[src/rtl/bomb_pkg.sv]
// bomb_pkg: definitions shared by the bomb blast sequencer and its frame counter.
//   - state_t and the sequencer state constants (IDLE, ARMED, PRIME, BLAST, COOLDOWN)
//   - blast pattern indices driven on blast_num
//   - TILE_BITS: log2 of the tile size that bomb positions snap to
//   - mod3_3b(): folds a 3-bit random value onto the three blast patterns

package bomb_pkg;

   typedef logic [2:0] state_t;

   localparam state_t StIdle     = 3'd0;
   localparam state_t StArmed    = 3'd1;
   localparam state_t StPrime    = 3'd2;
   localparam state_t StBlast    = 3'd3;
   localparam state_t StCooldown = 3'd4;

   localparam logic [2:0] BLAST_REGULAR    = 3'd0;
   localparam logic [2:0] BLAST_VERTICAL   = 3'd1;
   localparam logic [2:0] BLAST_HORIZONTAL = 3'd2;
   localparam int unsigned NUM_BLAST_PATTERNS = 3;

   localparam int unsigned TILE_BITS = 5;

   // 0..7 -> 0,1,2,0,1,2,0,1
   function automatic logic [2:0] mod3_3b(input logic [2:0] v);
      logic [2:0] r;
      unique case (v)
         3'd0, 3'd3, 3'd6: r = BLAST_REGULAR;
         3'd1, 3'd4, 3'd7: r = BLAST_VERTICAL;
         default:          r = BLAST_HORIZONTAL;
      endcase
      return r;
   endfunction

endpackage

[src/rtl/frame_tick_counter.sv]
// frame_tick_counter: clearable 8-bit frame counter.
// Ports:
//   clk_i    - system clock
//   rst_i    - synchronous active-high reset
//   clear_i  - force the count to 0 on the next edge (wins over tick_i)
//   tick_i   - one-cycle frame pulse; advances the count
//   last_i   - terminal count value (limit - 1)
//   cnt_d_o  - next-state count, so callers can register count-derived outputs
//   tc_o     - tick_i arriving while the count sits at last_i

module frame_tick_counter (
   input  logic       clk_i,
   input  logic       rst_i,
   input  logic       clear_i,
   input  logic       tick_i,
   input  logic [7:0] last_i,
   output logic [7:0] cnt_d_o,
   output logic       tc_o
);

   logic [7:0] cnt_q;
   logic [7:0] cnt_d;

   always_comb begin
      cnt_d = cnt_q;
      if (clear_i) begin
         cnt_d = '0;
      end else if (tick_i) begin
         cnt_d = cnt_q + 8'd1;
      end
   end

   always_ff @(posedge clk_i) begin
      if (rst_i) begin
         cnt_q <= '0;
      end else begin
         cnt_q <= cnt_d;
      end
   end

   assign cnt_d_o = cnt_d;
   assign tc_o    = tick_i && (cnt_q == last_i);

endmodule

[src/rtl/bomb_blast_sequencer.sv]
// bomb_blast_sequencer: owns one bomb from placement to explosion and drives the
// blast/blast_num pair sampled by the blast-bitmap drawer.
// Ports:
//   clk          - system clock
//   resetN       - synchronous reset, active-high
//   startOfFrame - one-cycle pulse per video frame
//   place_bomb   - request to place a bomb (honoured in IDLE only)
//   playerX/Y    - player top-left position in pixels
//   random_num   - free-running random value, picks the blast pattern
//   chain_hit    - another blast covers this bomb; detonate early
//   bomb_active  - fuse running (ARMED or PRIME)
//   bombX/Y      - latched, tile-aligned bomb position
//   fuse_blink   - sprite blink flag, fast near the end of the fuse
//   blast        - explosion in progress
//   blast_num    - blast pattern index 0..2, stable before blast rises
//   busy         - sequencer not idle
//   done         - one-cycle pulse as the blast ends
// Every output is a flop; next values are derived from the next state.

module bomb_blast_sequencer
   import bomb_pkg::*;
#(
   parameter int unsigned FUSE_FRAMES       = 180,
   parameter int unsigned BLAST_FRAMES      = 30,
   parameter int unsigned COOLDOWN_FRAMES   = 15,
   parameter int unsigned FAST_BLINK_FRAMES = 32
) (
   input  logic        clk,
   input  logic        resetN,
   input  logic        startOfFrame,
   input  logic        place_bomb,
   input  logic [10:0] playerX,
   input  logic [10:0] playerY,
   input  logic [2:0]  random_num,
   input  logic        chain_hit,
   output logic        bomb_active,
   output logic [10:0] bombX,
   output logic [10:0] bombY,
   output logic        fuse_blink,
   output logic        blast,
   output logic [2:0]  blast_num,
   output logic        busy,
   output logic        done
);

   if ((FUSE_FRAMES == 0) || (FUSE_FRAMES > 255) ||
       (BLAST_FRAMES == 0) || (BLAST_FRAMES > 255) ||
       (COOLDOWN_FRAMES == 0) || (COOLDOWN_FRAMES > 255) ||
       (FAST_BLINK_FRAMES > 255)) begin : g_bad_frames
      $error("bomb_blast_sequencer: *_FRAMES parameters must lie in 1..255");
   end

   localparam logic [7:0]  FuseLast  = 8'(FUSE_FRAMES - 1);
   localparam logic [7:0]  BlastLast = 8'(BLAST_FRAMES - 1);
   localparam logic [7:0]  CoolLast  = 8'(COOLDOWN_FRAMES - 1);
   localparam logic [10:0] TileMask  = 11'((1 << TILE_BITS) - 1);

   state_t      state_q, state_d;
   logic [7:0]  last;
   logic [7:0]  cnt_d;
   logic        frame_tc;
   logic [8:0]  remaining;

   logic        bomb_active_q, bomb_active_d;
   logic [10:0] bomb_x_q, bomb_x_d;
   logic [10:0] bomb_y_q, bomb_y_d;
   logic        fuse_blink_q, fuse_blink_d;
   logic        blast_q, blast_d;
   logic [2:0]  blast_num_q, blast_num_d;
   logic        busy_q, busy_d;
   logic        done_q, done_d;

   always_comb begin
      last = 8'hff;
      unique case (state_q)
         StArmed:    last = FuseLast;
         StBlast:    last = BlastLast;
         StCooldown: last = CoolLast;
         default:    last = 8'hff;
      endcase
   end

   // The count restarts from 0 every time the state changes.
   frame_tick_counter u_frame_cnt (
      .clk_i   (clk),
      .rst_i   (resetN),
      .clear_i (state_d != state_q),
      .tick_i  (startOfFrame),
      .last_i  (last),
      .cnt_d_o (cnt_d),
      .tc_o    (frame_tc)
   );

   always_comb begin
      state_d = state_q;
      unique case (state_q)
         StIdle:     if (place_bomb) state_d = StArmed;
         // chain_hit and fuse expiry in the same cycle still give one PRIME
         StArmed:    if (chain_hit || frame_tc) state_d = StPrime;
         StPrime:    state_d = StBlast;
         StBlast:    if (frame_tc) state_d = StCooldown;
         StCooldown: if (frame_tc) state_d = StIdle;
         default:    state_d = StIdle;
      endcase
   end

   assign remaining = 9'(FUSE_FRAMES) - {1'b0, cnt_d};

   always_comb begin
      bomb_active_d = (state_d == StArmed) || (state_d == StPrime);
      blast_d       = (state_d == StBlast);
      busy_d        = (state_d != StIdle);
      done_d        = (state_q == StBlast) && (state_d == StCooldown);

      bomb_x_d = bomb_x_q;
      bomb_y_d = bomb_y_q;
      if ((state_q == StIdle) && place_bomb) begin
         bomb_x_d = playerX & ~TileMask;
         bomb_y_d = playerY & ~TileMask;
      end

      // Captured on PRIME entry so the drawer sees it a full cycle before blast.
      blast_num_d = blast_num_q;
      if ((state_q == StArmed) && (state_d == StPrime)) begin
         blast_num_d = mod3_3b(random_num);
      end

      fuse_blink_d = 1'b0;
      if (state_d == StArmed) begin
         fuse_blink_d = (remaining < 9'(FAST_BLINK_FRAMES)) ? cnt_d[1] : cnt_d[3];
      end
   end

   always_ff @(posedge clk) begin
      if (resetN) begin
         state_q       <= StIdle;
         bomb_active_q <= 1'b0;
         bomb_x_q      <= '0;
         bomb_y_q      <= '0;
         fuse_blink_q  <= 1'b0;
         blast_q       <= 1'b0;
         blast_num_q   <= '0;
         busy_q        <= 1'b0;
         done_q        <= 1'b0;
      end else begin
         state_q       <= state_d;
         bomb_active_q <= bomb_active_d;
         bomb_x_q      <= bomb_x_d;
         bomb_y_q      <= bomb_y_d;
         fuse_blink_q  <= fuse_blink_d;
         blast_q       <= blast_d;
         blast_num_q   <= blast_num_d;
         busy_q        <= busy_d;
         done_q        <= done_d;
      end
   end

   assign bomb_active = bomb_active_q;
   assign bombX       = bomb_x_q;
   assign bombY       = bomb_y_q;
   assign fuse_blink  = fuse_blink_q;
   assign blast       = blast_q;
   assign blast_num   = blast_num_q;
   assign busy        = busy_q;
   assign done        = done_q;

endmodule

[config.mk]
export PLATFORM = sky130hd
export DESIGN_NAME = bomb_blast_sequencer
export DESIGN_NICKNAME = d
export VERILOG_FILES = /design/src/rtl/bomb_pkg.sv /design/src/rtl/frame_tick_counter.sv /design/src/rtl/bomb_blast_sequencer.sv
export SDC_FILE = /design/constraint.sdc
export NUM_CORES = 1
export LEC_CHECK = 0
export CAP_MARGIN = 10
export CORE_ASPECT_RATIO = 0.9
export CORE_UTILIZATION = 39
export CTS_CLUSTER_DIAMETER = 30
export DETAILED_ROUTE_END_ITERATION = 16
export PLACE_DENSITY = 0.79
export SLEW_MARGIN = 10
export SYNTH_ARGS = -nofsm -noshare
export SYNTH_HDL_FRONTEND = slang
export SYNTH_HIERARCHICAL = 1
export SYNTH_SLANG_ARGS = --single-unit
[constraint.sdc]
create_clock -name clk -period 3.1 [get_ports clk]
set_input_delay 0.31 -clock clk [delete_from_list [all_inputs] [get_ports clk]]
set_output_delay 0.31 -clock clk [all_outputs]
set_load 0.05 [all_outputs]
==> impl_metrics.sql <==
INSERT INTO impl_metrics (metric_group, metric, value, unit) VALUES
('timing', 'slew_violations', '0', ''),
('worst_setup_path', 'critical_path_cell_sequence', 'nor2b_2 > nand2_1 > and2_1 > xnor2_1 > nand3_1 > nor3_2 > buf_4 > nor3_1 > a31oi_1 > buf_4 > buf_4 > nor2_2 > nor2_1 > nor4bb_1 > a21oi_1 > and4bb_1', ''),
('timing', 'final.setup.tns', '0', 'ps'),
('logic_synthesis', 'synth-edff-count', '0', ''),
('status', 'run_status', 'finished clean', ''),
('floorplanning', 'num_rows', '21', ''),
('logic_synthesis', 'synth.avg_cell_area', '8.31', 'um2'),
('clocking', 'setup_repair_bufs_after_cts', '0', ''),
('logic_synthesis', 'share_of_synthesized_area_occupied_by_flip_flops_and_latches', '38.2', '%'),
('timing', 'setup_violations', '0', ''),
('detailed_routing', 'drt_pre_antenna_iters', '4', ''),
('worst_setup_path', 'path_common_cell', 'sky130_fd_sc_hd__buf_4', ''),
('cells_and_area', 'design.final.nets', '264', ''),
('clocking', 'clk-insertion-delay-late', '280', 'ps'),
('cells_and_area', 'sequential_cell_area', '603', 'um2'),
('grt', 'grt_remaining_overflow', '0', ''),
('logic_synthesis', 'yosys_warn_count', '6', ''),
('cells_and_area', 'mostFrequentLayoutCells', 'sky130_fd_sc_hd__clkdlybuf4s50_1, sky130_fd_sc_hd__nand2_1, sky130_fd_sc_hd__dfxtp_1', ''),
('grt', 'grt_pass1_vias', '1221', ''),
('detailed_routing', 'drtAntennaViolNets', '0', ''),
('detailed_routing', 'drt-wirelength-per-cell', '11.7', 'um'),
('logic_synthesis', 'synth_top_flop_cell', 'sky130_fd_sc_hd__dfxtp_1', ''),
('clocking', 'cts_buffers', '5', ''),
('grt', 'grt_first_pass_wirelength', '5.58', 'mm'),
('worst_setup_path', 'cp_slowest_cell', 'sky130_fd_sc_hd__dfxtp_2', ''),
('floorplanning', 'die_area', '4290', 'um2'),
('logic_synthesis', 'synth_top_cell_by_area', 'sky130_fd_sc_hd__dfxtp_1', ''),
('power', 'power-per-cell-area', '506', 'nW/um2'),
('worst_setup_path', 'crit_path_max_incr_delay', '370', 'ps'),
('worst_setup_path', 'ff2ff_setup_slack', '260', 'ps'),
('cells_and_area', 'post_route_cells_drive_above_1_share', '13.7', '%'),
('floorplanning', 'die_y', '62.2', 'um'),
('worst_hold_path', 'min-delay-path-class', 'flop to flop', ''),
('timing', 'grt_setup_unrepaired', 'false', ''),
('timing', 'finalHoldViolations', '0', ''),
('clocking', 'tritoncts', 'done', ''),
('place', 'buffer_ports.inserted', '38', ''),
('clocking', 'clkSlewWorstSetupHoldPaths', '60', 'ps'),
('cells_and_area', 'multiInputGateArea', '880', 'um2'),
('floorplanning', 'core-area', '3780', 'um2'),
('power', 'leakage', '0.784', 'nW'),
('clocking', 'clock_sink_count', '30', ''),
('detailed_routing', 'average_vias_per_placed_instance', '4.91', ''),
('logic_synthesis', 'synth_seq_cells', '30', ''),
('floorplanning', 'die_width', '68.9', 'um'),
('clocking', 'h-tree-depth', '2', ''),
('cells_and_area', 'n_antenna_cell', '0', ''),
('logic_synthesis', 'synth_async_sr_flop_share', '0', '%'),
('logic_synthesis', 'synth.lib_cells_used.distinct', '43', ''),
('worst_setup_path', 'critPathRequiredTime', '3320', 'ps'),
('cells_and_area', 'syn2layout_area_growth', '34.4', '%'),
('detailed_routing', 'drtIter0Drc', '55', ''),
('grt', 'grt_antenna_before_repair', '0', ''),
('logic_synthesis', 'synth.top_cells.by_area', 'sky130_fd_sc_hd__dfxtp_1, sky130_fd_sc_hd__a21oi_1, sky130_fd_sc_hd__nand2_1', ''),
('worst_setup_path', 'critical_path.endpoint_type', 'flop', ''),
('place', 'globalplace.congestion', '0.793', ''),
('worst_setup_path', 'crit_path_max_fanout', '10', ''),
('cells_and_area', 'layout_commonest_cell', 'sky130_fd_sc_hd__clkdlybuf4s50_1', ''),
('timing', 'max_clock_freq', '0.352', 'GHz'),
('timing', 'fin_worst_skew', '4.99', 'ps'),
('worst_setup_path', 'timing.setup.critical_path_class', 'flop to flop', ''),
('timing', 'worst_slew_pin_slew', '956', 'ps'),
('detailed_routing', 'drcViolationCount', '0', ''),
('timing', 'max_slew_margin', '36.1', '%'),
('worst_setup_path', 'worstSetupStartpointType', 'flop', ''),
('timing', 'min_period_over_period', '91.7', '%'),
('grt', 'all_layer_gr_usage', '17.0', '%'),
('place', 'place_inst', '272', ''),
('detailed_routing', 'number_of_vias_after_detailed_routing', '1370', ''),
('timing', 'period_needed', '2840', 'ps'),
('place', 'hpwlAfterDp', '2.41', 'mm');
[metrics by stage]
step	hold slack (ps)	worst slack (ps)	area [um2]	utilization [%]	power (mW)
finish	453	257	2110	55.8	1.07
global placement	441	230	1980	52.2	0.672
detailed placement	448	126	1980	52.2	0.675
global route	470	6.66	2110	55.8	1.12
floorplan	387	114	1610	-	0.605
CTS	457	105	2090	55.2	1.08
[layout make-up]
class	count	share of cell area (%)
Inverter	1	0.178
Clock buffer	6	3.91
Tap cell	46	2.73
Timing Repair Buffer	48	21.6
Clock inverter	1	1.42
Sequential cell	30	28.6
Multi-Input combinational cell	147	41.6
[final timing paths]
path | startpoint | cells past startpoint | end
max | state_q[2] | 16 | fuse_blink
min | bombY[8] | 2 | bombY[8]
max reg2reg | state_q[2] | 16 | fuse_blink
min reg2reg | bombY[8] | 2 | bombY[8]
[flip-flops by register name (all words and copies together) (netlist names)]
signal             cells
blast                  1
blast_num              2
bombX                  6
bombY                  6
bomb_active            1
busy                   1
done                   1
fuse_blink             1
state_q                3
u_frame_cnt/cnt_q      8
[cells by family after synthesis]
logic type      synth area share [%]
xor+xnor                        7.80
buf+inv                         9.55
flops                           38.2
simple gates                    27.5
mux                            0.637
other cells                    0.239
fa+ha+maj                      0.796
compound gates                  15.2
[worst max-delay path, delay by kind of cell, from the launching register on]
kind                      cells  cell delay (ps)
AOI/OAI and AO/OA             2              140
xor gates and xnor gates      1              130
buffers and inverters         3              480
and+or+nand+nor              10             1680
DFF                           1              370
[repair_timing]
item | in CTS | in global routing
resized for setup | 0 | 8
hold buffers | 0 | 0
hold endpoints to repair | 0 | 0
endpoints found under the setup margin | 0 | 1
[power breakdown]
group / switching (mW) / internal [mW] / total, mW
combinational: 0.159 / 0.0927 / 0.252
clock: 0.143 / 0.257 / 0.400
sequential: 0.0112 / 0.406 / 0.417
total: 0.313 / 0.755 / 1.07
[synth_stat cells (3+ instances only)]
library cell and count:
sky130_fd_sc_hd__a21oi_1 25, sky130_fd_sc_hd__buf_2 3, sky130_fd_sc_hd__buf_4 13, sky130_fd_sc_hd__dfxtp_1 30
sky130_fd_sc_hd__nand2_1 32, sky130_fd_sc_hd__nand3_1 3, sky130_fd_sc_hd__nand4_1 3, sky130_fd_sc_hd__nor2_1 14
sky130_fd_sc_hd__nor2b_1 4, sky130_fd_sc_hd__nor3_1 7, sky130_fd_sc_hd__o21ai_1 3, sky130_fd_sc_hd__or3_1 3
sky130_fd_sc_hd__xnor2_1 10, sky130_fd_sc_hd__xor2_1 4
[metal layers]
metal | track usage (%) | vias to the layer above | part of all wire [%]
met3 | 3.49 | 4 | 3.6
met4 | 7.14 | 0 | 1.1
met5 | 0 | - | 0
li1 | - | 712 | -
met2 | 24.5 | 31 | 45
met1 | 24.2 | 623 | 50
Note: power is estimated with default switching activity, not from simulation.
